`config.mk`:
```
export PLATFORM = sky130hd
export DESIGN_NAME = idu_stage_flat
export DESIGN_NICKNAME = d
export VERILOG_FILES = /design/src/rtl/npc_pkg.sv /design/src/rtl/idu_stage_if.sv /design/src/rtl/idu_decode.sv /design/src/rtl/idu_stage.sv /design/src/flat_wrapper.sv
export SDC_FILE = /design/constraint.sdc
export NUM_CORES = 1
export LEC_CHECK = 0
export BUFFER_PORTS_ARGS = -buffer_cell sky130_fd_sc_hd__clkbuf_2
export CAP_MARGIN = 20
export CORE_ASPECT_RATIO = 1.5
export CORE_MARGIN = 3
export CORE_UTILIZATION = 45
export CTS_CLUSTER_SIZE = 28
export DETAILED_ROUTE_END_ITERATION = 10
export GPL_ROUTABILITY_DRIVEN = 0
export PLACE_DENSITY = 0.64
export SLEW_MARGIN = 5
export SYNTH_ARGS = -nofsm -noshare
export SYNTH_HDL_FRONTEND = slang
export SYNTH_SLANG_ARGS = --single-unit
```
`constraint.sdc`:
```
create_clock -name clk -period 5.45 [get_ports clk]
set_clock_uncertainty 0.2 [all_clocks]
set_input_delay 0 -clock clk [delete_from_list [all_inputs] [get_ports clk]]
set_output_delay 0 -clock clk [all_outputs]
set_load 0.01 [all_outputs]
```
`src/rtl/npc_pkg.sv`:
```
// Shared NPC core definitions: opcodes, funct3 codes, ALU codes and the
// decoded instruction bundle passed from decode to execute.
package npc_pkg;

  localparam int unsigned DATA_W = 32;
  localparam int unsigned ALU_W  = 3;
  localparam int unsigned REG_W  = 5;

  localparam logic [6:0] OP_LUI   = 7'b0110111;
  localparam logic [6:0] OP_AUIPC = 7'b0010111;
  localparam logic [6:0] OP_JAL   = 7'b1101111;
  localparam logic [6:0] OP_JALR  = 7'b1100111;
  localparam logic [6:0] OP_IMM   = 7'b0010011;

  localparam logic [2:0] F3_JALR  = 3'b000;
  localparam logic [2:0] F3_ADDI  = 3'b000;
  localparam logic [2:0] F3_SLTIU = 3'b011;

  localparam logic [31:0] INST_EBREAK = 32'h0010_0073;

  localparam logic [ALU_W-1:0] ALU_ADD  = 3'b000;
  localparam logic [ALU_W-1:0] ALU_LUI  = 3'b001;
  localparam logic [ALU_W-1:0] ALU_JAL  = 3'b010;
  localparam logic [ALU_W-1:0] ALU_JALR = 3'b011;
  localparam logic [ALU_W-1:0] ALU_SLTU = 3'b100;

  typedef enum logic [1:0] {
    S_EMPTY = 2'd0,
    S_ONE   = 2'd1,
    S_FULL  = 2'd2
  } idu_buf_state_e;

  typedef struct packed {
    logic [DATA_W-1:0] pc;
    logic [ALU_W-1:0]  alu_ctrl;
    logic [DATA_W-1:0] imm;
    logic              src1_sel;
    logic [REG_W-1:0]  rs1;
    logic [REG_W-1:0]  rd;
    logic              wen;
    logic              jump;
    logic              ebreak;
    logic              illegal;
  } idu_bundle_t;

endpackage

```
`src/rtl/idu_stage_if.sv`:
```
// Fetch-side and execute-side handshake signals of the decode stage.
interface idu_stage_if #(parameter int unsigned XLEN = 32);
  import npc_pkg::*;

  logic              in_valid;
  logic              in_ready;
  logic [31:0]       in_inst;
  logic [XLEN-1:0]   in_pc;

  logic              out_valid;
  logic              out_ready;
  logic [XLEN-1:0]   out_pc;
  logic [ALU_W-1:0]  out_alu_ctrl;
  logic [XLEN-1:0]   out_imm;
  logic              out_src1_sel;
  logic [REG_W-1:0]  out_rs1;
  logic [REG_W-1:0]  out_rd;
  logic              out_wen;
  logic              out_jump;
  logic              out_ebreak;
  logic              out_illegal;

  modport master (
    output in_valid, in_inst, in_pc, out_ready,
    input  in_ready, out_valid, out_pc, out_alu_ctrl, out_imm, out_src1_sel,
           out_rs1, out_rd, out_wen, out_jump, out_ebreak, out_illegal
  );

  modport slave (
    input  in_valid, in_inst, in_pc, out_ready,
    output in_ready, out_valid, out_pc, out_alu_ctrl, out_imm, out_src1_sel,
           out_rs1, out_rd, out_wen, out_jump, out_ebreak, out_illegal
  );
endinterface

```
`src/rtl/idu_decode.sv`:
```
// Combinational RV32 decoder: raw instruction + PC into the ALU control bundle.
module idu_decode
  import npc_pkg::*;
#(
  parameter int unsigned XLEN = 32
) (
  input  logic [31:0]     i_inst,
  input  logic [XLEN-1:0] i_pc,
  output idu_bundle_t     o_bundle_c
);

  logic [6:0]        w_opcode;
  logic [2:0]        w_funct3;
  logic [DATA_W-1:0] w_imm_i;
  logic [DATA_W-1:0] w_imm_u;
  logic [DATA_W-1:0] w_imm_j;

  assign w_opcode = i_inst[6:0];
  assign w_funct3 = i_inst[14:12];
  assign w_imm_i  = {{20{i_inst[31]}}, i_inst[31:20]};
  assign w_imm_u  = {i_inst[31:12], 12'b0};
  assign w_imm_j  = {{12{i_inst[31]}}, i_inst[19:12], i_inst[20], i_inst[30:21], 1'b0};

  // Illegal encodings keep ctrl/imm at zero and only raise the illegal flag.
  always_comb begin
    o_bundle_c     = '0;
    o_bundle_c.pc  = DATA_W'(i_pc);
    o_bundle_c.rs1 = i_inst[19:15];
    o_bundle_c.rd  = i_inst[11:7];
    if (i_inst == INST_EBREAK) begin
      o_bundle_c.ebreak = 1'b1;
    end else begin
      o_bundle_c.wen = 1'b1;
      case (w_opcode)
        OP_LUI: begin
          o_bundle_c.alu_ctrl = ALU_LUI;
          o_bundle_c.imm      = w_imm_u;
        end
        OP_AUIPC: begin
          o_bundle_c.alu_ctrl = ALU_ADD;
          o_bundle_c.src1_sel = 1'b1;
          o_bundle_c.imm      = w_imm_u;
        end
        OP_JAL: begin
          o_bundle_c.alu_ctrl = ALU_JAL;
          o_bundle_c.src1_sel = 1'b1;
          o_bundle_c.imm      = w_imm_j;
          o_bundle_c.jump     = 1'b1;
        end
        OP_JALR: begin
          if (w_funct3 == F3_JALR) begin
            o_bundle_c.alu_ctrl = ALU_JALR;
            o_bundle_c.imm      = w_imm_i;
            o_bundle_c.jump     = 1'b1;
          end else begin
            o_bundle_c.wen     = 1'b0;
            o_bundle_c.illegal = 1'b1;
          end
        end
        OP_IMM: begin
          case (w_funct3)
            F3_ADDI: begin
              o_bundle_c.alu_ctrl = ALU_ADD;
              o_bundle_c.imm      = w_imm_i;
            end
            F3_SLTIU: begin
              o_bundle_c.alu_ctrl = ALU_SLTU;
              o_bundle_c.imm      = w_imm_i;
            end
            default: begin
              o_bundle_c.wen     = 1'b0;
              o_bundle_c.illegal = 1'b1;
            end
          endcase
        end
        default: begin
          o_bundle_c.wen     = 1'b0;
          o_bundle_c.illegal = 1'b1;
        end
      endcase
    end
  end

endmodule

```
`src/rtl/idu_stage.sv`:
```
// NPC instruction decode stage: decodes at the input and holds results in a
// two-entry skid buffer so execute-side ready never reaches fetch combinationally.
module idu_stage
  import npc_pkg::*;
#(
  parameter int unsigned XLEN = 32
) (
  input  logic        clk,
  input  logic        rst,
  input  logic        flush,
  idu_stage_if.slave  bus
);

  idu_buf_state_e  r_state;
  idu_buf_state_e  w_state_nxt;
  idu_bundle_t     w_dec;
  idu_bundle_t     r_ent0;
  idu_bundle_t     r_ent1;
  idu_bundle_t     w_ent0_nxt;
  idu_bundle_t     w_ent1_nxt;
  logic            r_in_ready;
  logic            r_out_valid;
  logic            w_in_fire;
  logic            w_out_fire;
  logic [XLEN-1:0] w_in_pc;

  assign w_in_pc = bus.in_pc;

  idu_decode #(.XLEN(XLEN)) u_decode (
    .i_inst     (bus.in_inst),
    .i_pc       (w_in_pc),
    .o_bundle_c (w_dec)
  );

  // A flushed input is never taken, even if the stage was ready.
  assign w_in_fire  = bus.in_valid & r_in_ready & ~flush;
  assign w_out_fire = r_out_valid & bus.out_ready;

  // r_ent0 is always the oldest entry and drives the outputs.
  always_comb begin
    w_state_nxt = r_state;
    w_ent0_nxt  = r_ent0;
    w_ent1_nxt  = r_ent1;
    case (r_state)
      S_EMPTY: begin
        if (w_in_fire) begin
          w_ent0_nxt  = w_dec;
          w_state_nxt = S_ONE;
        end
      end
      S_ONE: begin
        case ({w_in_fire, w_out_fire})
          2'b11: w_ent0_nxt = w_dec;
          2'b10: begin
            w_ent1_nxt  = w_dec;
            w_state_nxt = S_FULL;
          end
          2'b01: w_state_nxt = S_EMPTY;
          default: begin
          end
        endcase
      end
      S_FULL: begin
        if (w_out_fire) begin
          w_ent0_nxt  = r_ent1;
          w_state_nxt = S_ONE;
        end
      end
      default: w_state_nxt = S_EMPTY;
    endcase
    if (flush) begin
      w_state_nxt = S_EMPTY;
      w_ent0_nxt  = '0;
      w_ent1_nxt  = '0;
    end
  end

  always_ff @(posedge clk or posedge rst) begin
    if (rst) begin
      r_state     <= S_EMPTY;
      r_ent0      <= '0;
      r_ent1      <= '0;
      r_in_ready  <= 1'b1;
      r_out_valid <= 1'b0;
    end else begin
      r_state     <= w_state_nxt;
      r_ent0      <= w_ent0_nxt;
      r_ent1      <= w_ent1_nxt;
      r_in_ready  <= (w_state_nxt != S_FULL);
      r_out_valid <= (w_state_nxt != S_EMPTY);
    end
  end

  assign bus.in_ready     = r_in_ready;
  assign bus.out_valid    = r_out_valid;
  assign bus.out_pc       = XLEN'(r_ent0.pc);
  assign bus.out_alu_ctrl = r_ent0.alu_ctrl;
  assign bus.out_imm      = XLEN'(r_ent0.imm);
  assign bus.out_src1_sel = r_ent0.src1_sel;
  assign bus.out_rs1      = r_ent0.rs1;
  assign bus.out_rd       = r_ent0.rd;
  assign bus.out_wen      = r_ent0.wen;
  assign bus.out_jump     = r_ent0.jump;
  assign bus.out_ebreak   = r_ent0.ebreak;
  assign bus.out_illegal  = r_ent0.illegal;

endmodule

```
`src/flat_wrapper.sv`:
```
// flat-port wrapper written by rule: the top's interface ports become plain ports
module idu_stage_flat import npc_pkg::*;
#(
  parameter int unsigned XLEN = 32
)
  (clk, rst, flush, bus_in_valid, bus_in_inst, bus_in_pc, bus_out_ready, bus_in_ready, bus_out_valid, bus_out_pc, bus_out_alu_ctrl, bus_out_imm, bus_out_src1_sel, bus_out_rs1, bus_out_rd, bus_out_wen, bus_out_jump, bus_out_ebreak, bus_out_illegal);
  idu_stage_if #(.XLEN(XLEN)) bus_i ();
  input  logic clk;
  input  logic rst;
  input  logic flush;
  input wire logic [$bits(bus_i.in_valid)-1:0] bus_in_valid;
  input wire logic [$bits(bus_i.in_inst)-1:0] bus_in_inst;
  input wire logic [$bits(bus_i.in_pc)-1:0] bus_in_pc;
  input wire logic [$bits(bus_i.out_ready)-1:0] bus_out_ready;
  output wire logic [$bits(bus_i.in_ready)-1:0] bus_in_ready;
  output wire logic [$bits(bus_i.out_valid)-1:0] bus_out_valid;
  output wire logic [$bits(bus_i.out_pc)-1:0] bus_out_pc;
  output wire logic [$bits(bus_i.out_alu_ctrl)-1:0] bus_out_alu_ctrl;
  output wire logic [$bits(bus_i.out_imm)-1:0] bus_out_imm;
  output wire logic [$bits(bus_i.out_src1_sel)-1:0] bus_out_src1_sel;
  output wire logic [$bits(bus_i.out_rs1)-1:0] bus_out_rs1;
  output wire logic [$bits(bus_i.out_rd)-1:0] bus_out_rd;
  output wire logic [$bits(bus_i.out_wen)-1:0] bus_out_wen;
  output wire logic [$bits(bus_i.out_jump)-1:0] bus_out_jump;
  output wire logic [$bits(bus_i.out_ebreak)-1:0] bus_out_ebreak;
  output wire logic [$bits(bus_i.out_illegal)-1:0] bus_out_illegal;
  assign bus_i.in_valid = bus_in_valid;
  assign bus_i.in_inst = bus_in_inst;
  assign bus_i.in_pc = bus_in_pc;
  assign bus_i.out_ready = bus_out_ready;
  assign bus_in_ready = bus_i.in_ready;
  assign bus_out_valid = bus_i.out_valid;
  assign bus_out_pc = bus_i.out_pc;
  assign bus_out_alu_ctrl = bus_i.out_alu_ctrl;
  assign bus_out_imm = bus_i.out_imm;
  assign bus_out_src1_sel = bus_i.out_src1_sel;
  assign bus_out_rs1 = bus_i.out_rs1;
  assign bus_out_rd = bus_i.out_rd;
  assign bus_out_wen = bus_i.out_wen;
  assign bus_out_jump = bus_i.out_jump;
  assign bus_out_ebreak = bus_i.out_ebreak;
  assign bus_out_illegal = bus_i.out_illegal;
  idu_stage #(.XLEN(XLEN)) u_core (.clk(clk), .rst(rst), .flush(flush), .bus(bus_i));
endmodule
```
==> summary.txt <==
Run status
  • Status: finished with violations
  • Failing checks: hold timing

Min path
  • Hold WC Path Type: primary input to register
  • Min-delay src: flush

Floorplan
  • Starting Density: 0.464
  • Die height: around 160 um
  • Core ar.: between 15,000 and 20,000 sq um
  • Rows: 57
  • Ports: 153
  • Die width: roughly 110 um
  • Die Area: approximately 18,000 sq um

Setup path
  • Critical path arrival: around 3200 ps
  • Worst Path Buf+Inv: 2
  • Top Family by Delay on Critical Path: simple AND/OR/NAND/NOR gates
  • Critical Path End Type: register
  • Crit path required time: ~5600 ps
  • R2R Setup Slk: between 2000 and 2500 ps
  • Reg-to-reg critical path endpoint: u_core.bus.out_imm[2]
  • R2R depth: 9
  • CP Cell Sequence: nand3b_4, inv_1, ha_1, nand3b_1, o311a_1, buf_4, nor2_1, and3_1, a21o_1
  • Max stage delay cell, worst path: nor2_1
  • Stages on worst setup path: 9
  • CP Launch Type: register
  • Critical path class: register to register
  • Worst path max stage delay: a little under 600 ps
  • Crit path to: u_core.bus.out_imm[2]
  • Reg2reg start: u_core.bus.in_ready
  • CP max FO: 31
  • Crit path from: u_core.bus.in_ready

Synth
  • Flop and latch count out of synthesis: around 170
  • Mapped cell area: 7580 sq um
  • Async SR Flop Fraction: 1.00
  • Most numerous cell in the Yosys netlist: dfrtp_1
  • Avg Inst Size Synth: 10.5 sq um
  • Main synth FF type: dfrtp_1
  • Count of different cell masters after synthesis: 59
  • Top-area cell type share of the netlist area: 0.551
  • Cell taking the most area after synthesis: dfrtp_1
  • Register area share after synthesis: 0.555
  • Syn nets: just under 800
  • Synth Instances: roughly 720
  • Ys Warns: 0
  • Synth cell count leaders: dfrtp_1, nand2_1, nor2_1
  • Synth top area cells: dfrtp_1, a22o_1, nand2_1, a311oi_1, nor2_1
  • Post-synth EDFFs: 0

Timing
  • Fin crit share: 0.565
  • Final Max Slew Viols: 0
  • RSZ-0062 raised after global routing: false
  • Slew headroom: 0.274
  • Max Clk Rate: 325 MHz
  • Setup TNS: 0 ps
  • Final setup viols: 0
  • Worst-Margin Slew: 1090 ps
  • Hold_ws: -14.6 ps
  • Minimum clock period: between 3000 and 4000 ps
  • Final Hold Viols: 1

Route
  • First-pass iteration count of the detailed router: 5
  • WL/cell: approximately 20 um
  • Number of remaining DRC errors: 0
  • 1st-iter DRT viols: ~660
  • Drt total wl: ~22,000 um
  • Via count: between 6,000 and 7,000
  • Final ANT Viol Nets: 0
  • Via/cell ratio: about 6.0

Global routing
  • First-pass GRT wire length: between 30,000 and 40,000 um
  • Largest net degree at the start of global routing: 120
  • Total GRT Usage: 0.239
  • Antenna violations before repair: 0
  • GRT overflow: 0
  • Number of global-route vias before repair: between 6,000 and 7,000

Final layout
  • Design Area, Final: around 9700 sq um
  • Area Overhead vs Synth: 28.4%
  • Ant. Diodes: 0
  • Layout cells sized above 1: 0.241
  • Final net count: just under 1,000

Pwr
  • LEAKAGE: between 4 and 5 nW
  • Worst VDD drop: 0.000188 V
  • Pwr Density: between 200 and 300 nW/um^2

Job
  • Max_cap viols: 0

Clocking
  • Clock transition at the registers of the reported paths: about 70 ps
  • CTS hold repair buffers: 65
  • CTS H-tree depth: 4
  • Max clock buf depth: 2
  • Root buffer cell: clkbuf_16
  • Post-CTS sizing: 0
  • Sink Count: 168
  • Post-CTS setup buffers: 0
  • CTS Buf Count: 17
  • Clk_lat worst skew: roughly 420 ps
  • CTS tree: yes

Placed design
  • I/O Buffers: 152
  • DP Wirelength: 13,400 um
  • Dpl cell area: 8430 sq um
-- state kept, by name, indices dropped and copies added, names as in the netlist --
name	flops
u_core.bus.out_ebreak	1
u_core.r_ent1	82
u_core.bus.out_wen	1
u_core.bus.out_alu_ctrl	3
u_core.bus.out_rd	5
u_core.bus.out_pc	32
u_core.bus.out_src1_sel	1
u_core.bus.out_illegal	1
u_core.bus.out_imm	32
u_core.bus.in_ready	1
u_core.bus.out_rs1	5
u_core.bus.out_jump	1
u_core.r_state	2
u_core.bus.out_valid	1
-- worst register-to-register path: cells and delay by family (launching register included) --
family | cells | cell delay [ps]
and+or+nand+nor | 4 | 1380
adders and majority gates | 1 | 160
AOI/OAI and AO/OA | 2 | 360
buffers and inverters | 2 | 350
DFF | 1 | 570
-- power by group --
group / total, mW / switching [mW] / internal (mW) / leakage [nW]
Sequential: 1.30 / 0.0224 / 1.28 / 2.31
Clock: 1.22 / 0.521 / 0.695 / 0.276
Combinational: 0.300 / 0.184 / 0.117 / 2.08
Total: 2.82 / 0.727 / 2.09 / 4.67
-- through the flow --
| stage | util | setup slack [ps] | hold WS [ps] | power, mW | cells |
|---|---|---|---|---|---|
| after floorplan | - | 705 | -83.5 | 1.47 | 719 |
| after global placement | 0.516 | 2190 | 40.6 | 1.58 | 1023 |
| after detailed placement | 0.516 | 2110 | 46.2 | 1.59 | 1023 |
| after CTS | 0.592 | 2360 | 8.06 | 2.83 | 1120 |
| after global routing | 0.596 | 2150 | 64.5 | 2.92 | 1123 |
| final | 0.596 | 2370 | -14.6 | 2.82 | 1123 |
-- how the worst min path moves through the flow --
stage	depth (start not counted)	slack, ps	to
floorplan	1	-80	u_core.bus.out_imm[10]
global placement	2	40	u_core.r_ent1[50]
detailed placement	2	50	u_core.r_ent1[69]
CTS	2	8	u_core.r_state[0]
global route	2	60	u_core.r_state[0]
finish	2	-10	u_core.r_state[0]
-- cells by family after synthesis --
kind of cell             count (synthesis)  share of synthesized area
buffers and inverters                   69                     0.0386
XOR/XNOR                                 1                    0.00116
multiplexers                             2                    0.00264
AND/OR/NAND/NOR                        241                      0.143
AO/OA/AOI/OAI                          236                      0.256
adder cells (fa/ha/maj)                  2                    0.00330
flip-flops                             168                      0.555
-- layer usage --
metal  GRT usage  routed length [um]
met5           0                   0
met4      0.0782                 454
met3      0.0433                1290
met2       0.406               11100
met1       0.311                9010
-- layout make-up --
type / count / area, sq um
inverter: 5 / 23.8
tap: 206 / 258
clock buffer: 20 / 447
sequential: 168 / 4210
fill: 1379 / 6600
multi-input combinational: 482 / 3100
clock inverter: 12 / 141
timing repair buffer: 230 / 1550
-- cells in the final DEF, fill, tap and decap left out, drive strengths merged, types with 2 or more instances in the layout --
cell           n
nor2b          2
dfrtp        167
nand3b         3
nor4           4
o21ai         32
nor2          61
clkinv         2
inv            9
buf           13
and3b          2
and3           6
clkbuf       171
nor3           7
clkinvlp       4
mux2i          2
nand2        126
a21oi         30
dlygate4sd3   66
a221oi        11
a221o         20
a211oi         6
nor4b          2
nand2b         4
ha             2
and2           2
nand3         15
a22oi         12
a22o          57
a32o           2
o31ai          2
a21o          12
bufinv         2
a311oi        43
Note: power is estimated with default switching activity, not from simulation.
